## src/rtl/decoder_buf.sv

```systemverilog
// Small FIFO of 3-bit codes; the head code is presented as a one-hot byte.
// Status outputs come only from registered state, so no input reaches any output combinationally.
module decoder_buf #(
  parameter int unsigned DEPTH = 4
) (
  input  logic                     clk,
  input  logic                     rst_n,
  input  logic                     in_valid,
  input  logic [2:0]               in_code,
  output logic                     in_ready,
  output logic                     out_valid,
  output logic [7:0]               out,
  input  logic                     out_ready,
  output logic [$clog2(DEPTH):0]   count
);

  localparam int unsigned PTR_W = $clog2(DEPTH);
  localparam int unsigned CNT_W = PTR_W + 1;
  localparam logic [CNT_W-1:0] FULL = CNT_W'(DEPTH);

  logic [2:0]       mem_q [DEPTH];
  logic [PTR_W-1:0] wr_ptr_q, wr_ptr_d;
  logic [PTR_W-1:0] rd_ptr_q, rd_ptr_d;
  logic [CNT_W-1:0] count_q, count_d;
  logic             push, pop;

  function automatic logic [7:0] onehot8(input logic [2:0] code);
    return 8'h01 << code;
  endfunction

  assign in_ready  = (count_q < FULL);
  assign out_valid = (count_q != '0);
  assign count     = count_q;
  assign out       = out_valid ? onehot8(mem_q[rd_ptr_q]) : 8'h00;

  assign push = in_valid && in_ready;
  assign pop  = out_valid && out_ready;

  // Pointers wrap for free because DEPTH is a power of two.
  always_comb begin
    wr_ptr_d = push ? wr_ptr_q + 1'b1 : wr_ptr_q;
    rd_ptr_d = pop  ? rd_ptr_q + 1'b1 : rd_ptr_q;
    count_d  = count_q;
    case ({push, pop})
      2'b10:   count_d = count_q + 1'b1;
      2'b01:   count_d = count_q - 1'b1;
      default: count_d = count_q;
    endcase
  end

  always_ff @(posedge clk or negedge rst_n) begin
    if (!rst_n) begin
      wr_ptr_q <= '0;
      rd_ptr_q <= '0;
      count_q  <= '0;
    end else begin
      wr_ptr_q <= wr_ptr_d;
      rd_ptr_q <= rd_ptr_d;
      count_q  <= count_d;
    end
  end

  // Storage is not reset: an empty buffer masks its contents from out.
  always_ff @(posedge clk) begin
    if (push) mem_q[wr_ptr_q] <= in_code;
  end

endmodule

```

## config.mk

```make
export PLATFORM = sky130hd
export DESIGN_NAME = decoder_buf
export DESIGN_NICKNAME = d
export VERILOG_FILES = /design/src/rtl/decoder_buf.sv
export SDC_FILE = /design/constraint.sdc
export NUM_CORES = 1
export LEC_CHECK = 0
export CORE_MARGIN = 5
export CORE_UTILIZATION = 48
export CTS_CLUSTER_SIZE = 28
export DETAILED_ROUTE_END_ITERATION = 7
export GPL_ROUTABILITY_DRIVEN = 0
export PLACE_DENSITY = 0.76
export SYNTH_ARGS = -nofsm -noshare
export SYNTH_HDL_FRONTEND = slang
export SYNTH_SLANG_ARGS = --single-unit
```

## constraint.sdc

```tcl
create_clock -name clk -period 2.5 [get_ports clk]
set_input_delay 0.375 -clock clk [delete_from_list [all_inputs] [get_ports clk]]
set_output_delay 0.375 -clock clk [all_outputs]
set_load 0.02 [all_outputs]
```

Word-level counts from Yosys, hierarchy flattened
Memory sizes are Yosys's and may differ from the RTL's.
Index checks and enable logic that the tools add are counted.
Storage, ports and cells
  bits in writable memories: 12
  register bits after elaboration: 7
  bits of input ports: 7
  logic and storage cells: 20
  memories: 1
  output and inout bits: 13
Memory list
  mem_q: words 4, width 3, read ports 1, clocked after Yosys merged registers in 0, write ports 1, line 21  | logic [2:0] mem_q [DEPTH];
Operators by class
  equality and inequality tests: 2
  $add $sub $neg: 4
  shifts and indexed selects: 1
  $lt $le $gt $ge: 1
  reductions and logical operators: 4
  mux-type cells: 4
Operators with widths (count)
  2-to-1 mux 8 bit: 1
  left shift 1 x 3 -> 8 bit (first input constant): 1
  one-hot mux 3 bit (2 select lines): 1
  adder 2 x 1 -> 2 bit (second input constant): 2
  adder 3 x 1 -> 3 bit (second input constant): 1
  less-than comparator 3 bit (second input constant): 1
  nonzero test 3 bit: 1
  subtractor 3 x 1 -> 3 bit (second input constant): 1
  equality test 2 x 1 -> 1 bit (second input constant): 1
  equality test 2 bit (second input constant): 1
  logical AND 1 bit: 2
  2-to-1 mux 1 bit: 2
  nonzero test 2 bit: 1

Longest topological paths before layout
Gate-level depths: netlist (run 1).
  word-level depth: 4
  mapped depth: 9
  mapped depth without buffers: 8

Worst setup path after synthesis (run 1)
No wires, ideal clock.
  path kind: reg-to-reg
  from: reg count_q[2], in the netlist count[2]
  to: reg count_q[1], in the netlist count[1]
  stages on the path, launching flop included: 7
  arrival: 1.995 ns
  setup time: 0.083 ns
  period minus slack after synthesis: 2.078 ns
  required time: 2.417 ns
  setup slack: 0.422 ns
  buffers on the path: 0
  path through: dfrtp_1 or3_1 and2_1 ha_1 inv_1 fa_1 o21ai_0
Between the ends
  word-level cells in the longest chain between the ends: 4
  elaborated cells on any way between the ends: 8
  those cells by class: order compare (1); eq/ne (2); mux (1); reduce/logical (4)
Ends and longest elaborated chain
  start, declared: line 24  | logic [CNT_W-1:0] count_q, count_d;
  start signal, assigned: line 59  | count_q <= count_d;
  nonzero test 3 bit (*): line 32  | assign out_valid = (count_q != '0);
  named net out_valid: line 11  | output logic out_valid,
  logical AND 1 bit (*): line 37  | assign pop = out_valid && out_ready;
  named net pop: line 25  | logic push, pop;
  equality test 2 x 1 -> 1 bit / equality test 2 bit (equally long branches): line 44  | case ({push, pop})
  one-hot mux 3 bit (2 select lines) / nonzero test 2 bit (equally long branches)
Mark *: on every way through the listed nets, which the timed path passes. The rest lies on a longest branch.
A chain may end at the register's enable or synchronous reset.

Worst setup path in the final report (run 1)
  from: reg rd_ptr_q[0]
  to: out out[0]
Between the ends
  word-level cells in the longest chain between the ends: 3
Ends and longest elaborated chain
  start, declared: line 23  | logic [PTR_W-1:0] rd_ptr_q, rd_ptr_d;
  start signal, assigned: line 58  | rd_ptr_q <= rd_ptr_d;
  memory (4 x 3 bit)
  left shift 1 x 3 -> 8 bit: line 28  | return 8'h01 << code;
  2-to-1 mux 8 bit: line 34  | assign out = out_valid ? onehot8(mem_q[rd_ptr_q]) : 8'h00;
  end, declared: line 12  | output logic [7:0] out,
No other way between the ends.

==> flow_metrics.py, run 1 <==
metrics = {
    "status": {
        "status": "finished clean",
    },
    "critical_path": {
        "worst-path-max-fanout": 5,
        "cpMaxStageDelayCell": "mux4_2",
        "end_kind": "primary output",
        "worstSetupPathType": "flip-flop to primary output",
        "worst-r2r-setup-slack_ps": 490,
        "worstPathCellList": "mux4_2 > a31o_1 > nor2_1 > clkdlybuf4s15_1",
        "arrival_ps": 1980,
        "max_stage_delay_ps": 550,
        "cp-start-kind": "flip-flop",
        "cp.required_ps": 2120,
    },
    "final_layout": {
        "utilization_pct": 65.8,
        "drive_above_1_share_pct": 10.8,
        "layout.nets": 107,
        "seq_area_um2": 537,
        "antennaDiodeCount": 0,
        "fillers": 159,
        "multi_input_area_um2": 338,
        "area_growth_pct": 26.9,
    },
    "clock_tree": {
        "clk_latency_ps": 290,
        "cts_max_level": 1,
        "clk_pin_slew_ps": 100,
        "cts_sinks": 19,
        "tritoncts": "done",
        "cts_root_buf": "clkbuf_4",
        "cts_buffers": 3,
        "cts_buffer_depth": 2,
    },
    "route": {
        "finalWirelength_um": 1520,
        "drc": 0,
        "vias": 568,
        "drt_pass1_iterations": 3,
        "antenna_left": 0,
        "drtIter0Drc": 5,
        "via_per_inst": 4.81,
        "post_drt_wl_per_cell_um": 12.9,
    },
    "floorplan": {
        "die_area_um2": 2880,
        "start_util_pct": 51.8,
        "core_um2": 1760,
        "die_w_um": 53.7,
        "die_h_um": 53.7,
        "io_pins": 20,
        "rows": 15,
    },
    "timing": {
        "layout_worst_path_cycle_share_pct": 94.0,
        "drv_slew": 0,
        "hold_viol_final": 0,
        "setup_violations": 0,
        "worst_slew_pin_slew_ps": 337,
        "slew_headroom_pct": 77.5,
        "finClkSkew_ps": 3.56,
        "rsz0062_at_grt": "no",
        "fin_ws_ps": 149,
        "fin_crit_ps": 2350,
        "finalSetupTns_ps": 0,
        "max_freq_ghz": 0.425,
    },
    "synthesis": {
        "synth_area_per_cell_um2": 13.1,
        "mappedNetlistNets": 83,
        "synth_cells": 70,
        "ys_ff_latch": 19,
        "netlist-cell-type-count": 20,
        "yosysSeqAreaShare_pct": 58.5,
        "syn-cell-area_um2": 915,
        "synth_warnings": 0,
    },
    "placement": {
        "pre_cts_ws_ps": 64.5,
        "io_buffers": 19,
        "dp_hpwl_um": 1230,
    },
    "flow_run": {
        "maxCapViolCount": 0,
    },
    "global_routing": {
        "grt_max_degree": 12,
        "antenna_found_initial": 0,
        "grt_pass1_wl_um": 2610,
        "grt_pass1_vias": 547,
        "overflow": 0,
        "grt_use_total_pct": 13.6,
    },
    "power_and_ir_drop": {
        "combPwrFrac_pct": 53.2,
        "p_per_area_nw_per_um2": 1210,
        "ir_worst_vdd_v": 0.000724,
        "power.share.sequential_pct": 36.0,
        "switchingPower_w": 0.000566,
        "p_int_w": 0.000833,
        "power_leakage_nw": 0.497,
        "swShare_pct": 40.4,
        "clkPwrFrac_pct": 10.7,
    },
    "worst_hold_path": {
        "hp-class": "input port to async pin",
    },
}
final timing paths:
check                                        startpoint                 endpoint  depth (start not counted)
worst min-delay path                              rst_n  rd_ptr_q[1]$_DFFE_PN0P_                          1
worst max register to register     count[2]$_DFFE_PN0P_     count[1]$_DFFE_PN0P_                          6
worst max-delay path            rd_ptr_q[0]$_DFFE_PN0P_                   out[0]                          4
min in group clk                   count[0]$_DFFE_PN0P_     count[0]$_DFFE_PN0P_                          1
max in group asynchronous                         rst_n  rd_ptr_q[0]$_DFFE_PN0P_                          1
worst min register to register     count[0]$_DFFE_PN0P_     count[0]$_DFFE_PN0P_                          1
power by group through the flow:
stage / Sequential, W / Combinational, W / Clock, W
after floorplan: 0.000511 / 0.000493 / 0
after global placement: 0.000506 / 0.000758 / 0
after detailed placement: 0.000512 / 0.000774 / 0
after CTS: 0.000506 / 0.000741 / 0.000156
after global routing: 0.000517 / 0.000834 / 0.000175
final: 0.000504 / 0.000745 / 0.000150
final cells by class:
type | instances | area share, %
clock inverter | 1 | 0.431
timing repair buffer | 21 | 17.3
sequential | 19 | 46.2
clock buffer | 3 | 1.94
inverter | 7 | 2.26
tap | 25 | 2.69
multi-input combinational | 42 | 29.1
cells by family (layout without fill, tap and decap cells):
logic type	after synthesis	after routing	synth area share, %
DFF	19	19	58.6
muxes	3	3	7.39
adders and majority gates	6	6	9.03
xor gates and xnor gates	6	6	5.75
and+or+nand+nor	24	24	12.7
AOI/OAI and AO/OA	3	3	2.05
buffers and inverters	9	32	4.51
metrics by stage:
| stage | hold slack (ps) | std cells | power, W | instance area, um2 |
|---|---|---|---|---|
| floorplan | 79.4 | 70 | 0.00100 | 915 |
| global placement | 512 | 113 | 0.00126 | 1130 |
| detailed placement | 506 | 113 | 0.00129 | 1130 |
| CTS | 331 | 117 | 0.00140 | 1150 |
| global route | 342 | 118 | 0.00153 | 1160 |
| finish | 333 | 118 | 0.00140 | 1160 |
state kept, by name, summed over array words and instances, names as in the netlist:
signal	flops
mem_q	12
count	3
rd_ptr_q	2
wr_ptr_q	2
routing by layer:
metal / wire length (um) / GRT usage, %
met1: 723 / 17.5
met2: 710 / 20.0
met3: 57 / 3.60
met4: 26 / 8.94
met5: 0 / 0
what timing repair did:
action,4_1_cts,5_1_grt
setup endpoints to repair,7,3
hold buffers,0,0
setup buffers,0,1
gates resized for setup,8,3
critical path, delay by kind of cell (launching register included):
kind            cells  cell delay, ps
mux                 1             550
flops               1             450
buf+inv             1             310
compound gates      1             250
simple gates        1             130
synthesized netlist by cell type:
cell type  count  area, um2
nand2b_1       2       12.5
dfrtp_1        7        175
xnor2_1        4       35.0
inv_1          7       26.3
mux4_2         3       67.6
buf_6          1       11.3
edfxtp_1      12        360
nand2_1        4       15.0
ha_1           5       62.6
nor2b_1        1       6.26
fa_1           1       20.0
and2_1         5       31.3
a31o_1         1       8.76
xor2_1         2       17.5
clkbuf_1       1       3.75
or3_1          1       6.26
nor2_1         9       33.8
or2_1          1       6.26
o21ai_0        2       10.0
nand3_1        1       5.00
cells in the final DEF, fill, tap and decap left out:
cell,count
clkbuf_4,3
or2_1,1
o21ai_0,2
buf_4,2
dlygate4sd2_1,5
clkdlybuf4s50_1,11
fa_1,1
and2_1,5
dlymetal6s2s_1,1
edfxtp_1,12
or3_1,1
ha_1,5
dfrtp_1,6
nand3_1,1
a31o_1,1
clkinv_2,1
nand2_1,4
dfrtp_2,1
nand2b_1,2
nor2_1,9
nor2b_1,1
clkdlybuf4s15_1,2
mux4_2,3
xnor2_1,4
inv_1,7
xor2_1,2
Note: power is estimated with default switching activity, not from simulation.
==> inputs of run 2 (changes only) <==
Settings changed: GPL_TIMING_DRIVEN set to 0.
==> flow_metrics.py, run 2 (synthesis gave the netlist of run 1 again) <==
metrics = {
    "final_layout": {
        "drive_above_1_share_pct": 8.60,
        "fin_cells": 118,
        "layout.cells.most_common_list": "12 x edfxtp_1, 11 x clkdlybuf4s50_1, 9 x nor2_1",
        "utilization_pct": 65.6,
        "final_common_cell": "edfxtp_1",
        "layout.nets": 107,
        "antennaDiodeCount": 0,
        "largest_reg_flops": 12,
        "regMostFlops": "mem_q",
        "area_growth_pct": 26.5,
        "fillers": 150,
    },
    "critical_path": {
        "end_kind": "primary output",
        "cp_num_cells": 5,
        "worst-r2r-setup-slack_ps": 510,
        "arrival_ps": 1990,
        "rr_startpoint": "count[2]$_DFFE_PN0P_",
        "crit_start": "rd_ptr_q[0]$_DFFE_PN0P_",
        "crit_end": "out[4]",
        "worst-path-max-fanout": 5,
        "reg2reg_to": "count[1]$_DFFE_PN0P_",
        "cp.required_ps": 2120,
        "max_stage_delay_ps": 520,
        "crit_buf_inv": 2,
        "cpMaxStageDelayCell": "mux4_2",
        "cp-start-kind": "flip-flop",
        "r2r_cells": 6,
        "worstSetupPathType": "flip-flop to primary output",
        "worstPathCellList": "buf_6 > mux4_2 > or2_1 > nor2_1 > dlygate4sd2_1",
        "critical_path.top_delay_family": "multiplexers",
    },
    "timing": {
        "slew_headroom_pct": 78.3,
        "max_freq_ghz": 0.423,
        "rsz0062_at_grt": "no",
        "worst_slew_pin_slew_ps": 325,
        "fin_ws_ps": 137,
        "finClkSkew_ps": 15.0,
        "fin_crit_ps": 2360,
        "setup_violations": 0,
        "layout_worst_path_cycle_share_pct": 94.5,
        "hold_viol_final": 0,
        "drv_slew": 0,
        "finalSetupTns_ps": 0,
    },
    "floorplan": {
        "io_pins": 20,
        "die_w_um": 53.7,
        "rows": 15,
        "core_um2": 1760,
        "start_util_pct": 51.8,
        "die_h_um": 53.7,
        "die_area_um2": 2880,
    },
    "clock_tree": {
        "cts_max_level": 1,
        "postCtsSetupBuffers": 0,
        "tritoncts": "done",
        "cts_root_buf": "clkbuf_4",
        "clk_latency_ps": 300,
        "cts_sinks": 19,
        "clk_pin_slew_ps": 120,
        "cts_buffer_depth": 2,
        "cts_buffers": 3,
    },
    "placement": {
        "pre_cts_ws_ps": 186,
        "place_inst": 114,
        "io_buffers": 19,
        "dp_hpwl_um": 1300,
    },
    "route": {
        "antenna_left": 0,
        "drtIter0Drc": 7,
        "drc": 0,
        "via_per_inst": 4.72,
        "drt_pass1_iterations": 4,
        "post_drt_wl_per_cell_um": 13.7,
        "finalWirelength_um": 1610,
        "vias": 557,
    },
    "global_routing": {
        "antenna_found_initial": 0,
        "grt_use_total_pct": 13.9,
        "overflow": 0,
        "grt_max_degree": 12,
        "grt_pass1_wl_um": 2730,
        "grt_pass1_vias": 578,
    },
    "power_and_ir_drop": {
        "ir_worst_vdd_v": 0.000670,
        "p_per_area_nw_per_um2": 1210,
        "power_leakage_nw": 0.502,
    },
    "status": {
        "status": "finished clean",
    },
    "flow_run": {
        "maxCapViolCount": 0,
    },
    "worst_hold_path": {
        "hp-class": "input port to async pin",
    },
}
-- run 2: area by class of cell --
cell class	instances	area [um2]	area share (%)
Inverter	7	26.3	2.27
Buffer	2	15.0	1.30
Timing Repair Buffer	19	184	15.9
Sequential cell	19	536	46.3
Tap cell	25	31.3	2.70
Multi-Input combinational cell	42	338	29.2
Clock inverter	1	5.00	0.432
Clock buffer	3	22.5	1.95
-- run 2: what timing repair did --
action / CTS / global route
hold buffers: 0 / 0
gates resized for setup: 7 / 1
pin swaps: 0 / 0
endpoints found under the setup margin: 7 / 1
-- run 2: routing by layer --
layer  global-route usage (%)  vias up  share of wire, %
met3                     3.60        2               6.0
met2                     21.4       16                48
li1                         -      277                 -
met4                     7.66        0               1.2
met5                        0        -                 0
met1                     17.9      262                45
-- run 2: worst register-to-register path, delay by kind of cell, from the launching register on --
kind,cells,cell delay [ps]
buffers and inverters,1,70
flip-flops,1,420
AO/OA/AOI/OAI,1,170
AND/OR/NAND/NOR,2,660
adder cells (fa/ha/maj),2,600
-- run 2: where the power goes --
group	total, W	switching, W	internal (W)
clock	0.000153	0.0000933	0.0000595
sequential	0.000488	0.0000626	0.000426
combinational	0.000760	0.000414	0.000346
total	0.00140	0.000570	0.000831
-- run 2: worst min path at each step --
| stage | startpoint | to | slack [ps] | cells past startpoint |
|---|---|---|---|---|
| detailed placement | count[1]$_DFFE_PN0P_ | count[1]$_DFFE_PN0P_ | 530 | 2 |
| global placement | count[1]$_DFFE_PN0P_ | count[1]$_DFFE_PN0P_ | 520 | 2 |
| finish | rst_n | rd_ptr_q[1]$_DFFE_PN0P_ | 320 | 1 |
| floorplan | rst_n | count[0]$_DFFE_PN0P_ | 80 | 0 |
| CTS | rst_n | rd_ptr_q[1]$_DFFE_PN0P_ | 330 | 1 |
| global route | rst_n | rd_ptr_q[1]$_DFFE_PN0P_ | 340 | 1 |
-- run 2: through the flow --
| stage | area, um2 | hold slack [ps] | power, W |
|---|---|---|---|
| floorplan | 915 | 79.4 | 0.00100 |
| global placement | 1140 | 518 | 0.00128 |
| detailed placement | 1140 | 534 | 0.00131 |
| CTS | 1150 | 330 | 0.00142 |
| global route | 1160 | 335 | 0.00151 |
| finish | 1160 | 320 | 0.00140 |
==> inputs of run 3 (changes only) <==
Settings changed: CTS_CLUSTER_SIZE 28 to unset.
==> results of run 3 <==
The final DEF is identical to that of run 2; final timing and power are the same.
